[src/rtl/digitizer_fifo_pkg.sv]
// Shared defaults and types for the digitizer LSRAM FIFO.
package digitizer_fifo_pkg;

  localparam int unsigned DefDataWidth = 40;
  localparam int unsigned DefAddrWidth = 10;

  // Word count for the default depth: 0 .. 2**DefAddrWidth inclusive.
  typedef logic [DefAddrWidth:0] count_t;

  // Occupancy of the 2-entry output buffer.
  typedef logic [1:0] buf_level_t;

endpackage

[src/rtl/fifo_fwft_outbuf.sv]
// Two-entry first-word-fall-through buffer fed by the LSRAM read port.
// o_ready is one cycle ahead: high means a RAM read issued now still has a slot when it lands.
module fifo_fwft_outbuf
  import digitizer_fifo_pkg::*;
#(
  parameter int unsigned DATA_WIDTH = DefDataWidth
) (
  input  logic                  i_clk,
  input  logic                  i_rst,
  input  logic                  i_valid,
  input  logic [DATA_WIDTH-1:0] i_data,
  output logic                  o_ready,
  output logic                  o_valid,
  output logic [DATA_WIDTH-1:0] o_data,
  input  logic                  i_ready
);

  buf_level_t            r_level;
  buf_level_t            w_level_d;
  logic [DATA_WIDTH-1:0] r_head;
  logic [DATA_WIDTH-1:0] r_tail;
  logic                  w_pop;

  assign o_valid = (r_level != 2'd0);
  assign o_data  = r_head;
  assign w_pop   = o_valid & i_ready;

  always_comb begin
    w_level_d = r_level;
    if (i_valid & ~w_pop) begin
      w_level_d = r_level + 2'd1;
    end else if (~i_valid & w_pop) begin
      w_level_d = r_level - 2'd1;
    end
    o_ready = (w_level_d < 2'd2);
  end

  always_ff @(posedge i_clk) begin
    if (i_rst) begin
      r_level <= 2'd0;
      r_head  <= '0;
      r_tail  <= '0;
    end else begin
      r_level <= w_level_d;
      if (w_pop) begin
        if (r_level == 2'd2) begin
          r_head <= r_tail;
          if (i_valid) r_tail <= i_data;
        end else if (i_valid) begin
          r_head <= i_data;
        end
      end else if (i_valid) begin
        if (r_level == 2'd0) r_head <= i_data;
        else                 r_tail <= i_data;
      end
    end
  end

endmodule

[src/rtl/fifo_lsram_ctrl.sv]
// FWFT FIFO controller around an external two-port LSRAM with 1-cycle read latency.
// Define FIFO_LEVEL_FLAGS_EN to add registered ALMOST_FULL / ALMOST_EMPTY outputs.
module fifo_lsram_ctrl
  import digitizer_fifo_pkg::*;
#(
  parameter int unsigned DATA_WIDTH = DefDataWidth,
  parameter int unsigned ADDR_WIDTH = DefAddrWidth,
  parameter int unsigned AFULL_TH   = 1008,
  parameter int unsigned AEMPTY_TH  = 16
) (
  input  logic                  CLK,
  input  logic                  RST,
  input  logic                  WE,
  input  logic [DATA_WIDTH-1:0] DIN,
  output logic                  FULL,
  output logic [DATA_WIDTH-1:0] DOUT,
  output logic                  VALID,
  input  logic                  RE,
  output logic [ADDR_WIDTH:0]   COUNT,
  output logic                  OVERFLOW,
  output logic [ADDR_WIDTH-1:0] RAM_W_ADDR,
  output logic [DATA_WIDTH-1:0] RAM_W_DATA,
  output logic                  RAM_W_EN,
  output logic [ADDR_WIDTH-1:0] RAM_R_ADDR,
  output logic                  RAM_R_EN,
`ifdef FIFO_LEVEL_FLAGS_EN
  output logic                  ALMOST_FULL,
  output logic                  ALMOST_EMPTY,
`endif
  input  logic [DATA_WIDTH-1:0] RAM_R_DATA
);

  localparam logic [ADDR_WIDTH:0]   CntOne  = {{ADDR_WIDTH{1'b0}}, 1'b1};
  localparam logic [ADDR_WIDTH:0]   CntFull = {1'b1, {ADDR_WIDTH{1'b0}}};
  localparam logic [ADDR_WIDTH-1:0] PtrOne  = {{(ADDR_WIDTH-1){1'b0}}, 1'b1};

  if ((AFULL_TH > (2**ADDR_WIDTH)) || (AEMPTY_TH > (2**ADDR_WIDTH))) begin : g_th_check
    $error("fifo_lsram_ctrl: level threshold exceeds FIFO depth");
  end

  logic [ADDR_WIDTH-1:0] r_wr_ptr;
  logic [ADDR_WIDTH-1:0] r_rd_ptr;
  logic [ADDR_WIDTH:0]   r_count;
  logic [ADDR_WIDTH:0]   r_ram_cnt;
  logic [ADDR_WIDTH:0]   w_count_d;
  logic [ADDR_WIDTH:0]   w_ram_cnt_d;
  logic                  r_full;
  logic                  r_overflow;
  logic                  r_inflight;
  logic                  w_push;
  logic                  w_pop;
  logic                  w_rd_issue;
  logic                  w_buf_ready;
  logic                  w_valid;

  // FULL is registered, so a pop in the full cycle never frees a slot for a same-cycle push.
  assign w_push     = WE & ~r_full & ~RST;
  assign w_pop      = w_valid & RE & ~RST;
  assign w_rd_issue = (r_ram_cnt != '0) & w_buf_ready & ~RST;

  always_comb begin
    w_count_d = r_count;
    if (w_push & ~w_pop) begin
      w_count_d = r_count + CntOne;
    end else if (~w_push & w_pop) begin
      w_count_d = r_count - CntOne;
    end
  end

  always_comb begin
    w_ram_cnt_d = r_ram_cnt;
    if (w_push & ~w_rd_issue) begin
      w_ram_cnt_d = r_ram_cnt + CntOne;
    end else if (~w_push & w_rd_issue) begin
      w_ram_cnt_d = r_ram_cnt - CntOne;
    end
  end

  // A read in flight at reset is dropped because r_inflight clears with everything else.
  always_ff @(posedge CLK) begin
    if (RST) begin
      r_wr_ptr   <= '0;
      r_rd_ptr   <= '0;
      r_count    <= '0;
      r_ram_cnt  <= '0;
      r_full     <= 1'b0;
      r_overflow <= 1'b0;
      r_inflight <= 1'b0;
    end else begin
      r_count    <= w_count_d;
      r_ram_cnt  <= w_ram_cnt_d;
      r_full     <= (w_count_d == CntFull);
      r_overflow <= r_overflow | (WE & r_full);
      r_inflight <= w_rd_issue;
      if (w_push)     r_wr_ptr <= r_wr_ptr + PtrOne;
      if (w_rd_issue) r_rd_ptr <= r_rd_ptr + PtrOne;
    end
  end

  fifo_fwft_outbuf #(
    .DATA_WIDTH (DATA_WIDTH)
  ) u_outbuf (
    .i_clk   (CLK),
    .i_rst   (RST),
    .i_valid (r_inflight),
    .i_data  (RAM_R_DATA),
    .o_ready (w_buf_ready),
    .o_valid (w_valid),
    .o_data  (DOUT),
    .i_ready (RE)
  );

`ifdef FIFO_LEVEL_FLAGS_EN
  localparam logic [ADDR_WIDTH:0] AfTh = AFULL_TH[ADDR_WIDTH:0];
  localparam logic [ADDR_WIDTH:0] AeTh = AEMPTY_TH[ADDR_WIDTH:0];

  logic r_afull;
  logic r_aempty;

  always_ff @(posedge CLK) begin
    if (RST) begin
      r_afull  <= 1'b0;
      r_aempty <= 1'b1;
    end else begin
      r_afull  <= (w_count_d >= AfTh);
      r_aempty <= (w_count_d <= AeTh);
    end
  end

  assign ALMOST_FULL  = r_afull;
  assign ALMOST_EMPTY = r_aempty;
`endif

  assign VALID      = w_valid;
  assign FULL       = r_full;
  assign COUNT      = r_count;
  assign OVERFLOW   = r_overflow;
  assign RAM_W_EN   = w_push;
  assign RAM_W_ADDR = r_wr_ptr;
  assign RAM_W_DATA = DIN;
  assign RAM_R_EN   = w_rd_issue;
  assign RAM_R_ADDR = r_rd_ptr;

endmodule
[config.mk]
export PLATFORM = sky130hd
export DESIGN_NAME = fifo_lsram_ctrl
export DESIGN_NICKNAME = d
export VERILOG_FILES = /design/src/rtl/digitizer_fifo_pkg.sv /design/src/rtl/fifo_fwft_outbuf.sv /design/src/rtl/fifo_lsram_ctrl.sv
export SDC_FILE = /design/constraint.sdc
export NUM_CORES = 1
export LEC_CHECK = 0
export BUFFER_PORTS_ARGS = -buffer_cell sky130_fd_sc_hd__buf_2
export CAP_MARGIN = 20
export CORE_ASPECT_RATIO = 0.7
export CORE_MARGIN = 5
export CORE_UTILIZATION = 51
export DETAILED_ROUTE_END_ITERATION = 12
export GPL_TIMING_DRIVEN = 1
export PLACE_DENSITY = 0.8
export SLEW_MARGIN = 10
export SYNTH_ARGS = -nofsm -noshare
export SYNTH_HDL_FRONTEND = slang
export SYNTH_SLANG_ARGS = --single-unit
[constraint.sdc]
create_clock -name CLK -period 4.5 [get_ports CLK]
set_clock_uncertainty 0.2 [all_clocks]
set_input_delay 0 -clock CLK [delete_from_list [all_inputs] [get_ports CLK]]
set_output_delay 0 -clock CLK [all_outputs]
set_load 0.05 [all_outputs]
==> summary.md, run 1 <==
| Metric | Value |
|---|---|
| Status | `finished, final reports clean` |
| Root Buffer | `clkbuf_16` |
| Worst Tran Pin Value | `0.9086 ns` |
| Starting Density | `roughly 52%` |
| Post-CTS Setup Repair Bufs | `0` |
| Clock transition at the registers of the reported paths | `about 0.060 ns` |
| Internal power | `3.261 mW` |
| Multi-input logic area | `around 3100 um^2` |
| CTS buffer count | `17` |
| Clk_lat worst skew | `between 0.4 and 0.5 ns` |
| Drt via density | `roughly 5.4` |
| Post-synth top area cell | `dfxtp_1` |
| DRC Markers | `0` |
| Dpl ws | `a little under 0.7 ns` |
| Slew Viols, Final | `0` |
| Layer with the highest usage | `met2` |
| DR vias | `between 5000 and 6000` |
| Ys flop type | `dfxtp_1` |
| CP startpoint kind | `register` |
| Rows | `33` |
| Die area | `~14000 um^2` |
| Largest net degree at the start of global routing | `between 70 and 80` |
| Drt pass-1 iters | `5` |
| Antenna violations before repair | `0` |
| Sequential cell fraction of total power | `between 20% and 30%` |
| P per Cell Area | `roughly 710 nW/um^2` |
| Most numerous cell in the Yosys netlist | `dfxtp_1` |
| Total track usage | `about a fifth` |
| Synth Register Bits | `approximately 130` |
| Syn nets | `around 830` |
| Area growth syn-to-layout | `32.33%` |
| Worst path slowest cell | `dfxtp_1` |
| Max FO, Critical Path | `10` |
| Final GP Congestion | `about 0.83` |
| Mapped Area | `about 6200 um^2` |
| Antenna Cells | `0` |
| Worst setup margin | `0.5819 ns` |
| Top post-synthesis cells by area | `dfxtp_1, nor2_1, mux2i_1` |
| GR Util met1 | `a little over a quarter` |
| H-tree Lvls | `4` |
| Iter 0 DRT Violations | `approximately 340` |
| I/O Buffers | `119` |
| Clock Tree Buf Depth | `2` |
| TNS Setup | `0 ns` |
| Critical path arrival | `a little over 4 ns` |
| Max stage delay on crit path | `about 0.36 ns` |
| Antenna viol nets, final | `0` |
| CP top delay family | `compound AO/OA/AOI/OAI gates` |
| Cell count after placement | `between 900 and 1000` |
| Net load switching power | `2.532 mW` |
| YS warnings | `0` |
| Synth top area share | `around 41%` |
| WL per Instance | `approximately 15 um` |
| Syn Area/Cell | `between 8 and 9 um^2` |
| Hold Path Class | `in2reg` |
| Final Net Count | `around 980` |
| # IOs | `200` |
| CP endpoint kind | `register` |
| Leakage | `around 3.5 nW` |
| Unrepaired setup endpoints after global routing | `no` |
| Cell chain of the critical path | `inv_1 > ha_1 > nand2b_1 > o211ai_1 > a21oi_1 > nor2b_1 > inv_1 > ha_1 > inv_1 > ha_1 > nor2b_1 > o2111ai_1 > a31oi_1 > xnor2_1 > or3_1 > a21oi_1` |
| Filler instances | `between 800 and 900` |
| CP bufs+invs | `3` |
| Synth async-reset ratio | `0%` |
| DP HPWL | `just over 9000 um` |
| Final Non-Filler Cells | `1051` |
| Layout cells sized above 1 | `19.35%` |
| Post-layout instance area | `approximately 8200 um^2` |
| Sinks on Clock Net | `127` |
| Max_cap viols | `0` |
| Final setup violation count | `0` |
| Max-Slew Margin vs Limit | `around two fifths` |
| VDD IR max | `between 400 and 500 uV` |
| Core area | `roughly 12000 um^2` |
| Hold Vio Cnt, Final | `0` |
| WS Path Type | `reg2reg` |
| Seq/Total Area, Yosys | `roughly 41%` |
| Gr ovfl total | `0` |
| Reg area | `~2500 um^2` |
| Synth unique cells | `51` |
| Vias in the first global route | `roughly 5300` |
| M2 GR Usage | `36.59%` |
| Gate Count Post-Synth | `725` |
| Top cells by count, synth | `dfxtp_1, nor2_1, nand2_1` |
| Post-synth EDFFs | `0` |
| CTS tree | `built` |
| Final core utilization | `between 60 and 70%` |
| GR Layer Usage met3 | `under 10%` |
| Die Wd | `between 100 and 150 um` |
| Max frequency | `255.2 MHz` |
| Gate power share | `a little under half` |
| Switch share | `roughly 44%` |
| Die Ht | `~100 um` |
| Clock Power Share | `24.7%` |
| Post-Route WL | `approximately 16000 um` |
| Required @ worst endpoint | `4.63 ns` |
| Final worst-path cycle share | `between 80% and 90%` |
| Placed inst area | `about 6500 um^2` |
| Min Clock Period, post-route | `between 3 and 4 ns` |
| First-pass GRT wire length | `between 20000 and 30000 um` |
## power groups by stage
stage / logic (mW) / registers, mW / clock network [mW]
finish: 2.74 / 1.62 / 1.43
global route: 2.94 / 1.66 / 1.52
CTS: 2.72 / 1.62 / 1.45
detailed placement: 2.54 / 1.63 / 0
global placement: 2.51 / 1.62 / 0
floorplan: 1.51 / 2.21 / 0
## cells by family (layout without fill, tap and decap cells)
kind of cell / count (synthesis) / count (layout) / share of synthesized area, %
compound gates: 95 / 95 / 11.31
simple gates: 306 / 306 / 22.81
mux: 44 / 44 / 7.189
fa+ha+maj: 17 / 17 / 3.574
buf+inv: 103 / 272 / 9.159
flops: 127 / 127 / 41.27
xor+xnor: 33 / 33 / 4.691
## final timing paths
kind / depth (start not counted) / end / start / slack (ns)
max: 16 / r_ram_cnt[10] / u_outbuf.r_level[0] / 0.58
min: 4 / u_outbuf.r_tail[7] / RAM_R_DATA[7] / 0.18
max reg2reg: 16 / r_ram_cnt[10] / u_outbuf.r_level[0] / 0.58
min reg2reg: 2 / u_outbuf.o_data[34] / u_outbuf.r_tail[34] / 0.28
## tightest hold or removal path, stage by stage
cell and delay (ns):
dlygate4sd3_1 0.51, buf_2 0.10, mux2i_1 0.06, nor2_1 0.08
## cells in the final DEF (no fill, tap or decap), types with 3 or more instances in the layout
| cell | count |
|---|---|
| dfxtp_1 | 127 |
| nor2_1 | 124 |
| buf_2 | 118 |
| dlygate4sd3_1 | 99 |
| nand2_1 | 66 |
| nand3_1 | 50 |
| mux2i_1 | 42 |
| a311oi_1 | 41 |
| a21oi_1 | 19 |
| xnor2_1 | 19 |
| clkbuf_16 | 17 |
| ha_1 | 16 |
| inv_1 | 15 |
| xor2_1 | 14 |
| nand4_1 | 10 |
| nor2b_1 | 9 |
| and3_1 | 9 |
| buf_4 | 7 |
| nor3_1 | 6 |
| o21ai_0 | 6 |
| o32ai_1 | 5 |
| a31oi_1 | 5 |
| nand2b_1 | 4 |
| o22ai_1 | 4 |
| or3_1 | 3 |
| or2_2 | 3 |
| a21o_1 | 3 |
| clkinvlp_4 | 3 |
| inv_6 | 3 |
| bufinv_16 | 3 |
| clkbuf_8 | 3 |
## state kept, by name (all words and copies together) (netlist names)
signal / flops
u_outbuf.o_data: 40
u_outbuf.r_tail: 40
COUNT: 11
r_ram_cnt: 11
RAM_R_ADDR: 10
RAM_W_ADDR: 10
u_outbuf.r_level: 2
FULL: 1
OVERFLOW: 1
r_inflight: 1
## repair_timing
item / 4_1_cts / 5_1_grt
setup endpoints to repair: 0 / 0
gates resized for setup: 0 / 0
endpoints found under the hold margin: 126 / 0
hold buffers: 99 / 0
## routing by layer
layer  wire, um  part of all wire (%)
met5          0                     0
met4        335                   2.1
met3        975                   6.1
met2       7685                    48
met1       7040                    44
## stage by stage
stage	total power [mW]	hold WS, ns
final	5.793	0.1837
after global routing	6.123	0.1853
after CTS	5.793	0.1719
after detailed placement	4.178	-0.1997
after global placement	4.139	-0.1997
after floorplan	3.719	-0.05531
## layout make-up
class,count,area share [%]
well taps,157,2.409
clock inverters,11,1.872
flip-flops and latches,127,31.18
multi-input cells,495,37.78
inverters,15,0.6906
clock buffers,21,5.770
repair buffers,225,20.29
No activity file was read; power rests on OpenSTA's default activity.
==> run 2, diff against run 1 <==
Settings changed: CORE_MARGIN 5 to 10.
==> run 2 against run 1 <==
Cell count is 1.5% lower. Setup slack better by 0.080 ns. Wire length is 3.6% higher. Largest cell class unchanged. Sequential share of layout area is 0.56 points higher. Largest power group unchanged. Critical endpoint unchanged. Register-to-register slack better by 0.08 ns. Maximum frequency is 2.1% higher. Highest routed layer unchanged.
==> summary.md, run 2 (synthesized netlist as in run 1, its figures left out) <==
| Metric | Value |
|---|---|
| Post-CTS sizing | `0 (unchanged)` |
| Clock Tree Buf Depth | `2 (unchanged)` |
| Core area | `11770 um^2 (unchanged)` |
| Total track usage | `19.12% (-2.2 points)` |
| Cell chain of the critical path | `inv_1 > ha_1 > nand2b_1 > o211ai_1 > a21oi_1 > nor2b_1 > inv_1 > ha_1 > inv_1 > ha_1 > nor2b_1 > o2111ai_1 > a31oi_1 > xnor2_1 > or3_1 > a21oi_1` |
| Cell count after placement | `921 (+0.11%)` |
| DRC Markers | `0 (unchanged)` |
| Die Ht | `112.0 um (+9.8%)` |
| Starting Density | `52.36% (unchanged)` |
| # hold bufs at CTS | `82 (-17%)` |
| Slew Viols, Final | `0 (unchanged)` |
| Worst path slowest cell | `dfxtp_1` |
| # IOs | `200 (unchanged)` |
| CP startpoint kind | `register` |
| DR vias | `5548 (-2.7%)` |
| Area growth syn-to-layout | `30.02%` |
| Commonest cells after routing, fill and taps aside | `dfxtp_1, nor2_1, buf_2` |
| TNS Setup | `0 ns (unchanged)` |
| Die area | `16950 um^2 (+18%)` |
| Sinks on Clock Net | `127 (unchanged)` |
| CP bufs+invs | `3 (unchanged)` |
| Clock transition at the registers of the reported paths | `0.06 ns (about the same)` |
| Largest net degree at the start of global routing | `79 (+11%)` |
| WS Path Type | `reg2reg` |
| P per Cell Area | `724.5 nW/um^2 (+2.0%)` |
| Die Wd | `151.4 um (+7.1%)` |
| CP top delay family | `compound AO/OA/AOI/OAI gates` |
| Final Non-Filler Cells | `1035 (-1.5%)` |
| CP endpoint kind | `register` |
| Final GP Congestion | `0.9079 (+9.0%)` |
| Rows | `33 (unchanged)` |
| Post-CTS Setup Repair Bufs | `0 (unchanged)` |
| Hold Vio Cnt, Final | `0 (unchanged)` |
| Layout cells sized above 1 | `19.82% (+0.47 points)` |
| Final worst-path cycle share | `85.30% (-1.8 points)` |
| CTS buffer count | `17 (unchanged)` |
| Root Buffer | `clkbuf_16` |
| Min Clock Period, post-route | `3.838 ns (-0.07978 ns)` |
| Antenna violations before repair | `0 (unchanged)` |
| Drt via density | `5.360 (-1.2%)` |
| Filler instances | `938 (+6.1%)` |
| Status | `finished, final reports clean` |
| Max frequency | `260.5 MHz (+2.1%)` |
| Antenna viol nets, final | `0 (unchanged)` |
| Max stage delay on crit path | `0.35 ns (about the same)` |
| Final Net Count | `966 (-1.6%)` |
| Leakage | `3.386 nW (-2.8%)` |
| I/O Buffers | `119 (unchanged)` |
| Gr ovfl total | `0 (unchanged)` |
| Critical path arrival | `3.96 ns (-0.09 ns)` |
| Max_cap viols | `0 (unchanged)` |
| Total Power | `5.803 mW (+0.17%)` |
| VDD IR max | `418.5 uV (+0.73%)` |
| Max FO, Critical Path | `10 (unchanged)` |
| Vias in the first global route | `5394 (+1.5%)` |
| DP HPWL | `9958 um (+6.4%)` |
| Antenna Cells | `0 (unchanged)` |
| Hold Path Class | `in2reg` |
| Required @ worst endpoint | `4.62 ns (about the same)` |
| First-pass GRT wire length | `27170 um (+7.4%)` |
| Final setup violation count | `0 (unchanged)` |
| Clk_lat worst skew | `0.40 ns (about the same)` |
| Drt pass-1 iters | `4 (-1)` |
| WL per Instance | `16.06 um (+5.2%)` |
| Max-Slew Margin vs Limit | `41.63% (+2.3 points)` |
| CTS tree | `built` |
| Most common cell after layout, fill and taps aside | `dfxtp_1` |
| H-tree Lvls | `4 (unchanged)` |
| Post-Route WL | `16620 um (+3.6%)` |
| Iter 0 DRT Violations | `389 (+14%)` |
| Unrepaired setup endpoints after global routing | `no` |
| Worst Tran Pin Value | `0.8734 ns (-0.03512 ns)` |
==> run 2: worst reg2reg max path, cell delays in order, from the launching register on <==
cell	delay, ns
dfxtp_1	0.35
inv_1	0.10
ha_1	0.24
nand2b_1	0.26
o211ai_1	0.15
a21oi_1	0.20
nor2b_1	0.18
inv_1	0.05
ha_1	0.21
inv_1	0.27
ha_1	0.34
nor2b_1	0.17
o2111ai_1	0.30
a31oi_1	0.16
xnor2_1	0.15
or3_1	0.31
a21oi_1	0.13
==> run 2: worst paths after layout <==
kind | start | end | slack (ns) | depth (start not counted)
max | u_outbuf.r_level[0] | r_ram_cnt[10] | 0.66 | 16
min | RST | COUNT[7] | 0.03 | 3
max reg2reg | u_outbuf.r_level[0] | r_ram_cnt[10] | 0.66 | 16
min reg2reg | u_outbuf.r_tail[38] | u_outbuf.o_data[38] | 0.28 | 2
==> run 2: through the flow <==
step                      area, um^2  utilization, %  hold slack, ns  setup slack [ns]
after floorplan                 6161               -        -0.05531           0.05788
after global placement          6546           55.63         -0.1997            0.7603
after detailed placement        6546           55.63         -0.1997            0.6894
after CTS                       8010           68.07         0.01310            0.6591
after global routing            8010           68.07         0.04614            0.2659
final                           8010           68.07         0.02834            0.6616
==> run 2: final cells by class <==
type | instances | area (um^2) | area share, %
Clock buffer | 18 | 429.2 | 5.358
Clock inverter | 14 | 214.0 | 2.671
Inverter | 15 | 56.30 | 0.7029
Multi-Input combinational cell | 495 | 3080 | 38.46
Sequential cell | 127 | 2542 | 31.74
Tap cell | 157 | 196.4 | 2.452
Timing Repair Buffer | 209 | 1491 | 18.62
==> run 2: power by group <==
part,internal [mW],switching [mW]
combinational,0.890,1.80
sequential,1.42,0.203
clock,0.985,0.504
total,3.29,2.51
==> run 2: layer usage <==
layer	vias up	global-route usage (%)	part of all wire [%]
met3	17	5.057	8.0
li1	2762	-	-
met4	0	6.526	1.3
met5	-	0	0
met2	191	30.46	46
met1	2578	24.40	45
==> run 3, diff against run 2 <==
Settings changed: PLACE_DENSITY 0.8 to not set, PLACE_DENSITY_LB_ADDON set to 0.12.
==> run 3 against run 2 <==
Critical path depth stayed put. Non-clock buffer count is 8 higher. Power is 1.1% higher. Sequential power hardly changed. Setup slack worse by 0.19 ns. Register-to-register slack worse by 0.19 ns. Clock power hardly changed. Critical endpoint unchanged. Cell count is 0.77% higher. Die area stayed put.
==> summary.md, run 3 (synthesized netlist as in run 1, its figures left out) <==
| Metric | Value |
|---|---|
| Status | `finished, final reports clean` |
| # hold bufs at CTS | `91 (+11%)` |
| Commonest cells after routing, fill and taps aside | `dfxtp_1, nor2_1, buf_2` |
| CP endpoint kind | `register` |
| R2R depth | `16 (unchanged)` |
| Worst Tran Pin Value | `0.9322 ns (+0.05877 ns)` |
| CP endpoint | `r_ram_cnt[10]` |
| Drt via density | `5.462 (+1.9%)` |
| Max frequency | `248.5 MHz (-4.6%)` |
| Worst path slowest cell | `dfxtp_1` |
| Vias in the first global route | `5666 (+5.0%)` |
| Max_cap viols | `0 (unchanged)` |
| DP HPWL | `10560 um (+6.1%)` |
| Post-CTS sizing | `0 (unchanged)` |
| Clock Tree Buf Depth | `2 (unchanged)` |
| Drt pass-1 iters | `5 (+1)` |
| First-pass GRT wire length | `28170 um (+3.7%)` |
| Post-CTS Setup Repair Bufs | `0 (unchanged)` |
| Gr ovfl total | `0 (unchanged)` |
| Required @ worst endpoint | `4.63 ns (about the same)` |
| Reg area | `2542 um^2 (unchanged)` |
| Rows | `33 (unchanged)` |
| Internal power | `3.300 mW (+0.19%)` |
| Max-Slew Margin vs Limit | `37.71% (-3.9 points)` |
| CP bufs+invs | `3 (unchanged)` |
| Dpl ws | `0.5589 ns (-0.1305 ns)` |
| Final Net Count | `974 (+0.83%)` |
| WS Path Type | `reg2reg` |
| WL per Instance | `16.69 um (+4.0%)` |
| Antenna viol nets, final | `0 (unchanged)` |
| CTS buffer count | `17 (unchanged)` |
| Max FO, Critical Path | `10 (unchanged)` |
| Final setup violation count | `0 (unchanged)` |
| TNS Setup | `0 ns (unchanged)` |
| Hold Vio Cnt, Final | `0 (unchanged)` |
| # IOs | `200 (unchanged)` |
| CP startpoint kind | `register` |
| Antenna Cells | `0 (unchanged)` |
| CP top delay family | `compound AO/OA/AOI/OAI gates` |
| Iter 0 DRT Violations | `287 (-26%)` |
| R2r setup slk | `0.48 ns (-0.19 ns)` |
| Post-Route WL | `17410 um (+4.8%)` |
| Core area | `11770 um^2 (unchanged)` |
| P per Cell Area | `724.3 nW/um^2 (about the same)` |
| Clk_lat worst skew | `0.41 ns (about the same)` |
| Post-layout instance area | `8099 um^2 (+1.1%)` |
| DR vias | `5697 (+2.7%)` |
| Leakage | `3.442 nW (+1.6%)` |
| Min Clock Period, post-route | `4.024 ns (+0.1853 ns)` |
| Gate power share | `46.8% (+0.4 points)` |
| Final worst-path cycle share | `89.42% (+4.1 points)` |
| Levels on crit path | `16 (unchanged)` |
| Sequential cell fraction of total power | `27.7% (-0.3 points)` |
| Total track usage | `19.78% (+0.66 points)` |
| Antenna violations before repair | `0 (unchanged)` |
| Net load switching power | `2.566 mW (+2.2%)` |
| Switch share | `43.74% (+0.50 points)` |
| Sinks on Clock Net | `127 (unchanged)` |
| Placed inst area | `6539 um^2 (-0.11%)` |
| Max stage delay on crit path | `0.36 ns (about the same)` |
| VDD IR max | `454.1 uV (+8.5%)` |
| Die Wd | `151.4 um (unchanged)` |
| Clock Power Share | `25.4% (-0.2 points)` |
| RR Endpoint | `r_ram_cnt[10]` |
| Largest net degree at the start of global routing | `78 (-1.3%)` |
| DRC Markers | `0 (unchanged)` |
| Filler instances | `931 (-0.75%)` |
| Worst setup startpoint | `u_outbuf.r_level[0]` |
| Crit Reg-Reg Startpoint | `u_outbuf.r_level[0]` |
| Hold Path Class | `in2reg` |
| Slew Viols, Final | `0 (unchanged)` |
| Die Ht | `112.0 um (unchanged)` |
| I/O Buffers | `119 (unchanged)` |
| Clock transition at the registers of the reported paths | `0.06 ns (about the same)` |
| Starting Density | `52.36% (unchanged)` |
| CTS tree | `built` |
| Unrepaired setup endpoints after global routing | `no` |
| Multi-input logic area | `3080 um^2 (unchanged)` |
| Critical path arrival | `4.16 ns (+0.20 ns)` |
| Worst setup margin | `0.4763 ns (-0.1853 ns)` |
| Die area | `16950 um^2 (unchanged)` |
| Most common cell after layout, fill and taps aside | `dfxtp_1` |
| Layout cells sized above 1 | `19.64% (-0.18 points)` |
| H-tree Lvls | `4 (unchanged)` |
| Cell chain of the critical path | `inv_1 > ha_1 > nand2b_1 > o211ai_1 > a21oi_1 > nor2b_1 > inv_1 > ha_1 > inv_1 > ha_1 > nor2b_1 > o2111ai_1 > a31oi_1 > xnor2_1 > or3_1 > a21oi_1` |
| Root Buffer | `clkbuf_16` |
| Area growth syn-to-layout | `31.46%` |
| Final GP Congestion | `0.8709 (-4.1%)` |
==> run 3: power by group through the flow <==
stage | Combinational, mW | Sequential (mW) | Clock [mW]
final | 2.75 | 1.63 | 1.49
after global routing | 2.98 | 1.66 | 1.57
after CTS | 2.74 | 1.62 | 1.52
after detailed placement | 2.58 | 1.64 | 0
after global placement | 2.52 | 1.63 | 0
after floorplan | 1.51 | 2.21 | 0
==> run 3: per-stage QoR <==
| step | utilization [%] | hold slack [ns] | cells | total power, mW |
|---|---|---|---|---|
| 3_5_place_dp | 55.57 | -0.1997 | 920 | 4.219 |
| 4_1_cts | 68.83 | 0.1665 | 1043 | 5.880 |
| 6_report | 68.83 | 0.1807 | 1043 | 5.866 |
| 2_1_floorplan | - | -0.05531 | 725 | 3.719 |
| 3_3_place_gp | 55.57 | -0.1997 | 920 | 4.149 |
| 5_1_grt | 68.83 | 0.1967 | 1043 | 6.204 |
==> run 3: final cells by class <==
class,count,area share [%]
sequential,127,31.39
clock buffer,20,5.762
clock inverter,12,2.256
multi-input combinational,495,38.03
inverter,15,0.6952
timing repair buffer,217,19.43
tap,157,2.425
==> run 3: metal layers <==
metal | share of wire, % | GRT usage (%) | vias to the layer above
met3 | 9.0 | 6.311 | 27
met1 | 43 | 24.95 | 2653
li1 | - | - | 2784
met4 | 1.3 | 5.502 | 0
met2 | 47 | 31.65 | 233
met5 | 0 | 0 | -
==> run 3: worst min-delay path: stages <==
cell and delay [ns]:
dlygate4sd3_1 0.52, buf_2 0.10, mux2i_1 0.06, nor2_1 0.07
==> run 3: how the worst min path moves through the flow <==
stage	startpoint	endpoint	slack (ns)	cells after the start
after floorplan	WE	OVERFLOW	-0.06	2
after global placement	DIN[0]	RAM_W_DATA[0]	-0.20	0
after detailed placement	DIN[0]	RAM_W_DATA[0]	-0.20	0
after CTS	RAM_R_DATA[31]	u_outbuf.r_tail[31]	0.17	4
after global routing	RAM_R_DATA[15]	u_outbuf.r_tail[15]	0.20	4
final	RAM_R_DATA[15]	u_outbuf.r_tail[15]	0.18	4
